===== config.mk =====
export PLATFORM = sky130hd
export DESIGN_NAME = ahb_rr_arbiter
export DESIGN_NICKNAME = d
export VERILOG_FILES = /design/src/rtl/ahb_rr_arbiter.sv
export SDC_FILE = /design/constraint.sdc
export NUM_CORES = 1
export LEC_CHECK = 0
export BUFFER_PORTS_ARGS = -buffer_cell sky130_fd_sc_hd__buf_4
export CAP_MARGIN = 20
export CORE_UTILIZATION = 49
export CTS_CLUSTER_SIZE = 24
export DETAILED_ROUTE_END_ITERATION = 10
export PLACE_DENSITY = 0.74
export SETUP_SLACK_MARGIN = 0.1
export SLEW_MARGIN = 10
export SYNTH_ARGS = -nofsm -noshare
export SYNTH_HDL_FRONTEND = slang
export SYNTH_SLANG_ARGS = --single-unit

===== constraint.sdc =====
create_clock -name hclk -period 2.1 [get_ports hclk]
set_input_delay 0.21 -clock hclk [delete_from_list [all_inputs] [get_ports hclk]]
set_output_delay 0.21 -clock hclk [all_outputs]
set_load 0.03 [all_outputs]

===== src/rtl/ahb_rr_arbiter.sv =====
// AHB-Lite bus arbiter for up to 4 masters: round-robin grant, with fixed bursts and locked transfers held.
// Define ARB_FIXED_PRIORITY_EN to replace round-robin with lowest-index-wins priority.
module ahb_rr_arbiter #(
   parameter int NUM_MASTERS    = 4,
   parameter int DEFAULT_MASTER = 0
) (
   input  logic                   hclk,
   input  logic                   hresetn,
   input  logic [NUM_MASTERS-1:0] hbusreq,
   input  logic [NUM_MASTERS-1:0] hlock,
   input  logic                   hready,
   input  logic [1:0]             htrans,
   input  logic [2:0]             hburst,
   output logic [NUM_MASTERS-1:0] hgrant,
   output logic [1:0]             hmaster,
   output logic                   hmastlock
);

   typedef enum logic [1:0] {PARK, GRANTED, BURST, LOCKED} state_t;

   localparam logic [1:0] DEF_IDX   = 2'(DEFAULT_MASTER);
   localparam logic [1:0] TR_IDLE   = 2'd0;
   localparam logic [1:0] TR_NONSEQ = 2'd2;
   localparam logic [1:0] TR_SEQ    = 2'd3;

   state_t     state, state_n;
   logic [1:0] grant_idx, grant_n;
   logic [1:0] last_owner, last_n;
   logic [3:0] count, count_n;
   logic [3:0] burst_len;
   logic [1:0] winner;
   logic       any_req;
   logic       owner_lock;
   logic       arbitrate;

   always_comb begin
      hgrant = '0;
      for (int i = 0; i < NUM_MASTERS; i++) begin
         hgrant[i] = (grant_idx == 2'(i));
      end
   end

   assign owner_lock = hlock[grant_idx] & hbusreq[grant_idx];
   assign any_req    = |hbusreq;

   always_comb begin
      burst_len = 4'd0;
      case (hburst)
         3'd2, 3'd3: burst_len = 4'd3;
         3'd4, 3'd5: burst_len = 4'd7;
         3'd6, 3'd7: burst_len = 4'd15;
         default:    burst_len = 4'd0;
      endcase
   end

   // Candidates are scanned farthest-first so the nearest requester overwrites the result.
   always_comb begin
      winner = DEF_IDX;
`ifdef ARB_FIXED_PRIORITY_EN
      for (int i = NUM_MASTERS - 1; i >= 0; i--) begin
         if (hbusreq[i]) winner = 2'(i);
      end
`else
      for (int i = NUM_MASTERS; i >= 1; i--) begin
         if (hbusreq[(int'(last_owner) + i) % NUM_MASTERS])
            winner = 2'((int'(last_owner) + i) % NUM_MASTERS);
      end
`endif
   end

   always_comb begin
      state_n   = state;
      grant_n   = grant_idx;
      last_n    = last_owner;
      count_n   = count;
      arbitrate = 1'b0;
      case (state)
         PARK:    arbitrate = any_req;
         GRANTED: begin
            if (owner_lock) begin
               state_n = LOCKED;
            end else if (htrans == TR_NONSEQ && burst_len != 4'd0) begin
               count_n = burst_len;
               state_n = BURST;
            end else begin
               arbitrate = 1'b1;
            end
         end
         BURST: begin
            if (htrans == TR_IDLE) begin
               count_n = 4'd0;
               state_n = GRANTED;
            end else if (htrans == TR_SEQ) begin
               // Releasing on the final SEQ lets the next owner's address phase overlap the last beat.
               if (count <= 4'd1) begin
                  count_n   = 4'd0;
                  arbitrate = 1'b1;
               end else begin
                  count_n = count - 4'd1;
               end
            end
         end
         LOCKED:  arbitrate = !owner_lock;
         default: state_n = PARK;
      endcase
      if (arbitrate) begin
         if (any_req) begin
            grant_n = winner;
            last_n  = winner;
            state_n = GRANTED;
         end else begin
            grant_n = DEF_IDX;
            state_n = PARK;
         end
      end
   end

   always_ff @(posedge hclk) begin
      if (!hresetn) begin
         state      <= PARK;
         grant_idx  <= DEF_IDX;
         last_owner <= DEF_IDX;
         count      <= 4'd0;
         hmaster    <= DEF_IDX;
         hmastlock  <= 1'b0;
      end else if (hready) begin
         state      <= state_n;
         grant_idx  <= grant_n;
         last_owner <= last_n;
         count      <= count_n;
         hmaster    <= grant_idx;
         hmastlock  <= owner_lock;
      end
   end

endmodule

=== Yosys cells after proc, flatten, opt, wreduce, memory -nomap -nowiden ===
Index checks and enable logic that the tools add are counted.
W data, S select, Z words.

* Register bits after elaboration: 13
* Input bits: 16
* Output and inout bits: 7
* Word-level logic and storage cells: 101

* $add $sub $neg: 5
* $lt $le $gt $ge: 6
* Eq/ne operators: 19
* Multiplexer cells: 40
* Bitwise operators: 5
* Reductions and logical operators: 20

{| class="wikitable"
|+ Operators by type and width
! kind !! number
|-
| $mux W4 || 5
|-
| $mux W2 || 9
|-
| $lt A3 B4 Y1 const B || 4
|-
| $mux W1 || 16
|-
| $reduce_or A2 Y1 || 7
|-
| $bmux W1 S2 || 6
|-
| $eq A2 B2 Y1 const B || 6
|-
| $eq A3 B3 Y1 const B || 4
|-
| $pmux W4 S3 || 1
|-
| $pmux W4 S2 || 1
|-
| $eq A3 B2 Y1 const B || 2
|-
| $logic_not A2 Y1 || 3
|-
| $ne A3 B3 Y1 const B || 2
|-
| $reduce_and A5 Y1 || 1
|-
| $add A2 B1 Y2 const B || 2
|-
| $add A2 B2 Y2 const B || 2
|-
| $and A1 B1 Y1 const A || 4
|-
| $eq A2 B1 Y1 const B || 2
|-
| $le A4 B1 Y1 const B || 1
|-
| $ne A2 B2 Y1 const B || 2
|-
| $ne A4 B4 Y1 const B || 1
|-
| $pmux W1 S4 || 1
|-
| $pmux W2 S2 || 1
|-
| $reduce_and A4 Y1 || 1
|-
| other kinds (11) || 11
|}

=== Depth between registers and ports, before layout ===
Gate-level depths: netlist (run 1).

* Depth after elaboration: 11
* Depth in mapped cells: 7
* Mapped depth without buffers: 7

=== Worst setup path before layout (run 1) ===
Ideal clock, no wire load.

* Kind: reg-to-reg
* Start point: reg count[0]
* End point: reg state[0]
* Setup time: 121 ps
* Data arrival time: 1658 ps
* Data required time: 1979 ps
* Path slack: 321 ps
* Stages on the path, launching flop included: 8
* Path buffers: 0
* Period minus slack after synthesis: 1779 ps
* Cells stage by stage: dfxtp_1 inv_1 ha_1 or2_2 nand4_1 o211ai_2 o21a_1 mux2_4

* Cells in the longest elaborated chain, start to end: 7
* Elaborated cells on any way between the ends: 10
* Classes of those cells: order compare: 1; eq/ne: 2; mux: 5; reduce/logical: 2

{| class="wikitable"
|+ Ends and longest elaborated chain
! what !! RTL line !! text
|-
| from (decl) || 29 || <nowiki>logic [3:0] count, count_n;</nowiki>
|-
| from (signal assigned) || 130 || <nowiki>count <= count_n;</nowiki>
|-
| $le A4 B1 Y1 (*) || 95 || <nowiki>if (count <= 4'd1) begin</nowiki>
|-
| $mux W1 (*) || 95 ||
|-
| $mux W1 (*) || 93 || <nowiki>end else if (htrans == TR_SEQ) begin</nowiki>
|-
| $mux W1 (*) || 90 || <nowiki>if (htrans == TR_IDLE) begin</nowiki>
|-
| $pmux W1 S4 (*) || 77 || <nowiki>case (state)</nowiki>
|-
| $ne A4 B4 Y1 (no source line), or another cell as far along || -- ||
|-
| $reduce_and A4 Y1 (no source line) || -- ||
|-
| to (signal assigned) || 127 || <nowiki>state <= state_n;</nowiki>
|-
| to (decl) || 26 || <nowiki>state_t state, state_n;</nowiki>
|}

Every way passes the cells marked *; elsewhere a longest branch is shown, timed or not.
A chain may end at the register's enable or synchronous reset.

=== Worst setup path after layout (run 1) ===
Same ends and word-level chain as after synthesis.

==> flow_summary.ini, run 1 <==
[status]
status = complete, no violations

[detailed_routing]
drt_iter0_drc = 20
via_per_inst = 5.66
wl_microns = 2050
ant_nets = 0
drt-wirelength-per-cell_microns = 12.7
drc = 0
dr.pass1.iters = 4
via_count = 912

[sta]
hold_viol = 0
slew-limit-headroom = 0.587
clock_skew_ps = 1.90
fin_crit_ps = 1880
setup_viol_count_final = 0
setup_ws_ps = 219
max_freq_mhz = 532
tns_ps = 0
drv_slew = 0
tightest_slew_ps = 613
rsz0062_at_grt = false
period_share = 0.896

[place]
io_buffers = 21
place_hpwl_microns = 1560
globalplace.congestion = 0.765
post-place-ws_ps = 127

[setup_path]
cp.required_ps = 2270
worstPathMaxFanout = 5
path_buf_inv = 1
path_delay_family = simple AND/OR/NAND/NOR gates
cp_data_arrival_time_ps = 2050
critPathMaxStageDelay_ps = 370
critPathCaptureType = register
crit_slowest_cell = dfxtp_2
crit_path_start_kind = register
path_class = reg -> reg
crit_chain = inv_1 > ha_1 > or2_2 > nand4_1 > o211ai_2 > o21a_1 > mux2_4

[synthesis]
ys_types = 44
syn-cell-area_sq_um = 987
seq_area_frac_synth = 0.264
synth-edff-count = 0
avgSynthCellArea_sq_um = 8.58
synthTopCellsByArea = dfxtp_1, ha_1, o21ai_0
syn_nets = 136
async_flop_share = 0
synthCells = 115
synth-main-ff-cell = dfxtp_1
synth_top_area_frac = 0.264
synth_seq_cells = 13
yosysWarnings = 0
yosys.area.top_type = dfxtp_1

[finish]
drive_above_1_share = 0.294
most-common-layout-cells = buf_4, dfxtp_1, o21ai_0
regArea_sq_um = 262
multi_input_area_sq_um = 666
final_common_cell = buf_4
fill_cells = 161
syn_to_final_growth_pct = 20.0
finalNetCount = 158
diodes = 0

[cts]
h-tree-depth = 1
ctsHoldBuffers = 0
post_cts_buffers = 0
cts_buffers = 3
cts_max_path_buffers = 2
clk_pin_slew_ps = 90
root_buffer = clkbuf_4
cts_tree = yes
clkLatencyLatePin_ps = 270
cts_num_sinks = 13

[global_routing]
grt_pass1_wl_microns = 3350
grt_pass1_vias = 804
track_usage = 0.212
antenna_found_initial = 0
overflow = 0
grt_max_degree = 19

[floorplan]
pin_count = 23
start_util = 0.548
fp.dieH_microns = 46.9
core_sq_mm = 0.00180
die_w_microns = 46.9
die_area_sq_mm = 0.00220
rows = 15

[power_and_ir_drop]
power.leakage_nw = 0.532
ir_drop_mv = 0.349
p_per_area_mw_per_mm2 = 563

[run]
cap_violations = 0

[hold_path]
hold_class = in -> reg
## stage by stage
stage | hold WS [ps] | util | total power (W) | instance area [sq um] | std cells
6_report | 253 | 0.658 | 0.000667 | 1180 | 161
5_1_grt | 247 | 0.658 | 0.000712 | 1180 | 161
4_1_cts | 258 | 0.657 | 0.000673 | 1180 | 161
3_5_place_dp | 513 | 0.642 | 0.000514 | 1160 | 157
3_3_place_gp | 493 | 0.642 | 0.000508 | 1160 | 157
2_1_floorplan | 483 | - | 0.000449 | 987 | 115
## state kept, by name, indices dropped and copies added, names as in the netlist
name,count
hmastlock,1
count,4
state,2
last_owner,2
grant_idx,2
hmaster,2
## kinds of logic after synthesis
family | count (synthesis) | share of synthesized area
and+or+nand+nor | 43 | 0.279
adders and majority gates | 5 | 0.0634
AOI/OAI and AO/OA | 37 | 0.286
DFF | 13 | 0.264
buffers and inverters | 13 | 0.0621
muxes | 4 | 0.0456
## what timing repair did
| action | 4_1_cts | 5_1_grt |
|---|---|---|
| endpoints found under the setup margin | 0 | 5 |
| endpoints found under the hold margin | 0 | 0 |
| gates resized for setup | 0 | 1 |
## worst reg2reg max path, delay by kind of cell (launching register included)
| kind | cells | cell delay (ps) |
|---|---|---|
| and+or+nand+nor | 2 | 460 |
| AOI/OAI and AO/OA | 2 | 380 |
| adders and majority gates | 1 | 220 |
| DFF | 1 | 370 |
| muxes | 1 | 300 |
| buffers and inverters | 1 | 50 |
## synth_stat cells (5+ instances only)
cell     instances
a21oi_1          7
nor2b_1          5
ha_1             5
o21ai_0         10
inv_1            7
nor2_1           5
and2_1           5
dfxtp_1         13
nand2_1          8
## routing by layer
layer,global-route usage,wire length [microns],vias to the layer above
met5,0,0,-
met4,0.0743,21,0
met3,0.0346,80,2
met2,0.361,971,18
met1,0.271,979,424
li1,-,-,468
## final timing paths
path / startpoint / endpoint / slack [ps] / cells after the start
setup / recovery: count[0] / state[0] / 220 / 7
hold reg to reg: count[3] / count[3] / 530 / 1
hold / removal: hresetn / count[0] / 250 / 2
setup reg to reg: count[0] / state[0] / 220 / 7
## cell type report
cell class,count,area share
Timing Repair Buffer,23,0.146
Clock inverter,1,0.00422
Tap cell,25,0.0264
Inverter,7,0.0222
Sequential cell,13,0.221
Multi-Input combinational cell,89,0.562
Clock buffer,3,0.0190
## power breakdown
part,switching (W),internal [W],leakage [nW]
sequential,0.0000270,0.000266,0.107
combinational,0.000113,0.000103,0.407
clock,0.0000873,0.0000704,0.0177
(Power assumes the default switching activity.)
==> run 2, diff against run 1 <==
--- a/config.mk
+++ b/config.mk
@@ -5,12 +5,13 @@
 export SDC_FILE = /design/constraint.sdc
 export NUM_CORES = 1
 export LEC_CHECK = 0
+export ABC_AREA = 1
 export BUFFER_PORTS_ARGS = -buffer_cell sky130_fd_sc_hd__buf_4
 export CAP_MARGIN = 20
 export CORE_UTILIZATION = 49
 export CTS_CLUSTER_SIZE = 24
 export DETAILED_ROUTE_END_ITERATION = 10
-export PLACE_DENSITY = 0.74
+export PLACE_DENSITY = 0.73
 export SETUP_SLACK_MARGIN = 0.1
 export SLEW_MARGIN = 10
 export SYNTH_ARGS = -nofsm -noshare
==> flow_summary.ini, run 2 <==
[hold_path]
hold_path_end = state[0]
hold_start = hresetn
hold_class = in -> reg
whs_path_depth = 3

[finish]
final_common_cell = nand2_1
syn_to_final_growth_pct = 17.1
fin_cells = 219
finalNetCount = 214
most-common-layout-cells = nand2_1, inv_1, buf_4
diodes = 0
drive_above_1_share = 0.198
largest_reg_flops = 4
largest_register = count
fill_cells = 199

[sta]
hold_viol = 0
period_share = 0.830
rsz0062_at_grt = false
drv_slew = 0
tns_ps = 0
slew-limit-headroom = 0.730
setup_viol_count_final = 0
max_freq_mhz = 574
fin_crit_ps = 1740
clock_skew_ps = 1.83
tightest_slew_ps = 404

[synthesis]
async_flop_share = 0
synth_seq_cells = 13
avgSynthCellArea_sq_um = 6.37
synthTopCellsByArea = dfxtp_1, nand2_1, inv_1
seq_area_frac_synth = 0.239
synth-edff-count = 0
yosys.area.top_type = dfxtp_1
synthCells = 171
synth.most_common_cell = nand2_1
syn-cell-area_sq_mm = 0.00109
synth.top_cells.by_count = nand2_1, inv_1, o21ai_0
ys_types = 29
yosysWarnings = 0
syn_nets = 192
synth_top_area_frac = 0.239
synth-main-ff-cell = dfxtp_1

[floorplan]
pin_count = 23
rows = 16
start_util = 0.538
die_w_microns = 49.1
core_sq_mm = 0.00202
fp.dieH_microns = 49.1
die_area_sq_mm = 0.00241

[cts]
root_buffer = clkbuf_4
cts_num_sinks = 13
ctsHoldBuffers = 0
clkLatencyLatePin_ps = 280
post_cts_resized = 0
cts_max_path_buffers = 2
cts_buffers = 3
cts_tree = yes
clk_pin_slew_ps = 80
h-tree-depth = 1
post_cts_buffers = 0

[setup_path]
critPathCaptureType = register
worstPathMaxFanout = 6
path_class = reg -> reg
worstReg2RegEnd = state[0]
crit_path_start_kind = register
reg2reg_depth = 10
r2r-start = count[0]
cp_data_arrival_time_ps = 1930
rrSetupSlack_ps = 360
cp.required_ps = 2290

[detailed_routing]
wl_microns = 2450
via_count = 1139
via_per_inst = 5.20
dr.pass1.iters = 7
drc = 0
drt-wirelength-per-cell_microns = 11.2
ant_nets = 0
drt_iter0_drc = 40

[power_and_ir_drop]
p_per_area_mw_per_mm2 = 938
power.leakage_nw = 0.660
ir_drop_mv = 0.669

[global_routing]
grt_pass1_wl_microns = 4090
grt_pass1_vias = 1041
antenna_found_initial = 0
overflow = 0
grt_max_degree = 13
track_usage = 0.217

[place]
globalplace.congestion = 0.848
post-place-cells = 215
place_hpwl_microns = 1980
io_buffers = 21

[status]
status = complete, no violations

[run]
cap_violations = 0
run 2: cell types whose count changed after synthesis, sizes merged, moves of 8 or more:
| cell | before | now |
|---|---|---|
| a21oi | 7 | 15 |
| inv | 7 | 27 |
| nand2 | 8 | 55 |
| nand3 | 2 | 12 |
| nor2 | 5 | 14 |
run 2: area by class of cell:
type | count | area, sq um | share of cell area
clock buffers | 4 | 26.3 | 0.0206
inverters | 27 | 106 | 0.0834
well taps | 27 | 33.8 | 0.0265
repair buffers | 21 | 158 | 0.124
flip-flops and latches | 13 | 260 | 0.204
multi-input cells | 127 | 691 | 0.542
run 2: kinds of logic after synthesis:
| group | after synthesis | share of synthesized area |
|---|---|---|
| compound gates | 34 | 0.192 |
| flops | 13 | 0.239 |
| buf+inv | 31 | 0.126 |
| fa+ha+maj | 5 | 0.0575 |
| xor+xnor | 4 | 0.0322 |
| simple gates | 84 | 0.353 |
run 2: metrics by stage:
| step | total power (W) | area [sq um] | worst slack [ps] | hold slack (ps) | util |
|---|---|---|---|---|---|
| floorplan | 0.000896 | 1090 | 594 | 336 | - |
| global placement | 0.00100 | 1250 | 454 | 485 | 0.618 |
| detailed placement | 0.00103 | 1250 | 389 | 504 | 0.618 |
| CTS | 0.00119 | 1270 | 376 | 212 | 0.631 |
| global route | 0.00129 | 1270 | 220 | 217 | 0.631 |
| finish | 0.00120 | 1270 | 358 | 208 | 0.631 |
run 2: critical path, cell delays in order (launching register included):
cell	delay [ps]
dfxtp_1	380
inv_1	80
ha_1	220
o21ai_0	300
nor2_2	110
a21oi_4	170
nand2_4	110
nand2_1	70
nand2_1	50
nor2_1	120
nor2_1	50
run 2: worst max path at each step:
stage                    end     startpoint  cells past startpoint
6_report            state[0]       count[0]                     10
5_1_grt        last_owner[1]  last_owner[0]                      8
4_1_cts             state[0]       count[0]                     10
3_5_place_dp        state[0]       count[0]                     10
3_3_place_gp        state[0]       count[0]                     10
2_1_floorplan       state[0]       count[0]                     10
run 2: per-layer routing:
metal,track usage,vias up,wire (microns),part of all wire
li1,-,586,-,-
met1,0.249,516,1090,0.44
met2,0.400,32,1230,0.50
met3,0.0374,5,107,0.044
met4,0.0735,0,31,0.013
met5,0,-,0,0
run 2: power breakdown:
part	internal (W)	total, W	switching (W)
Clock	0.0000739	0.000162	0.0000885
Sequential	0.000294	0.000373	0.0000789
Combinational	0.000250	0.000661	0.000411
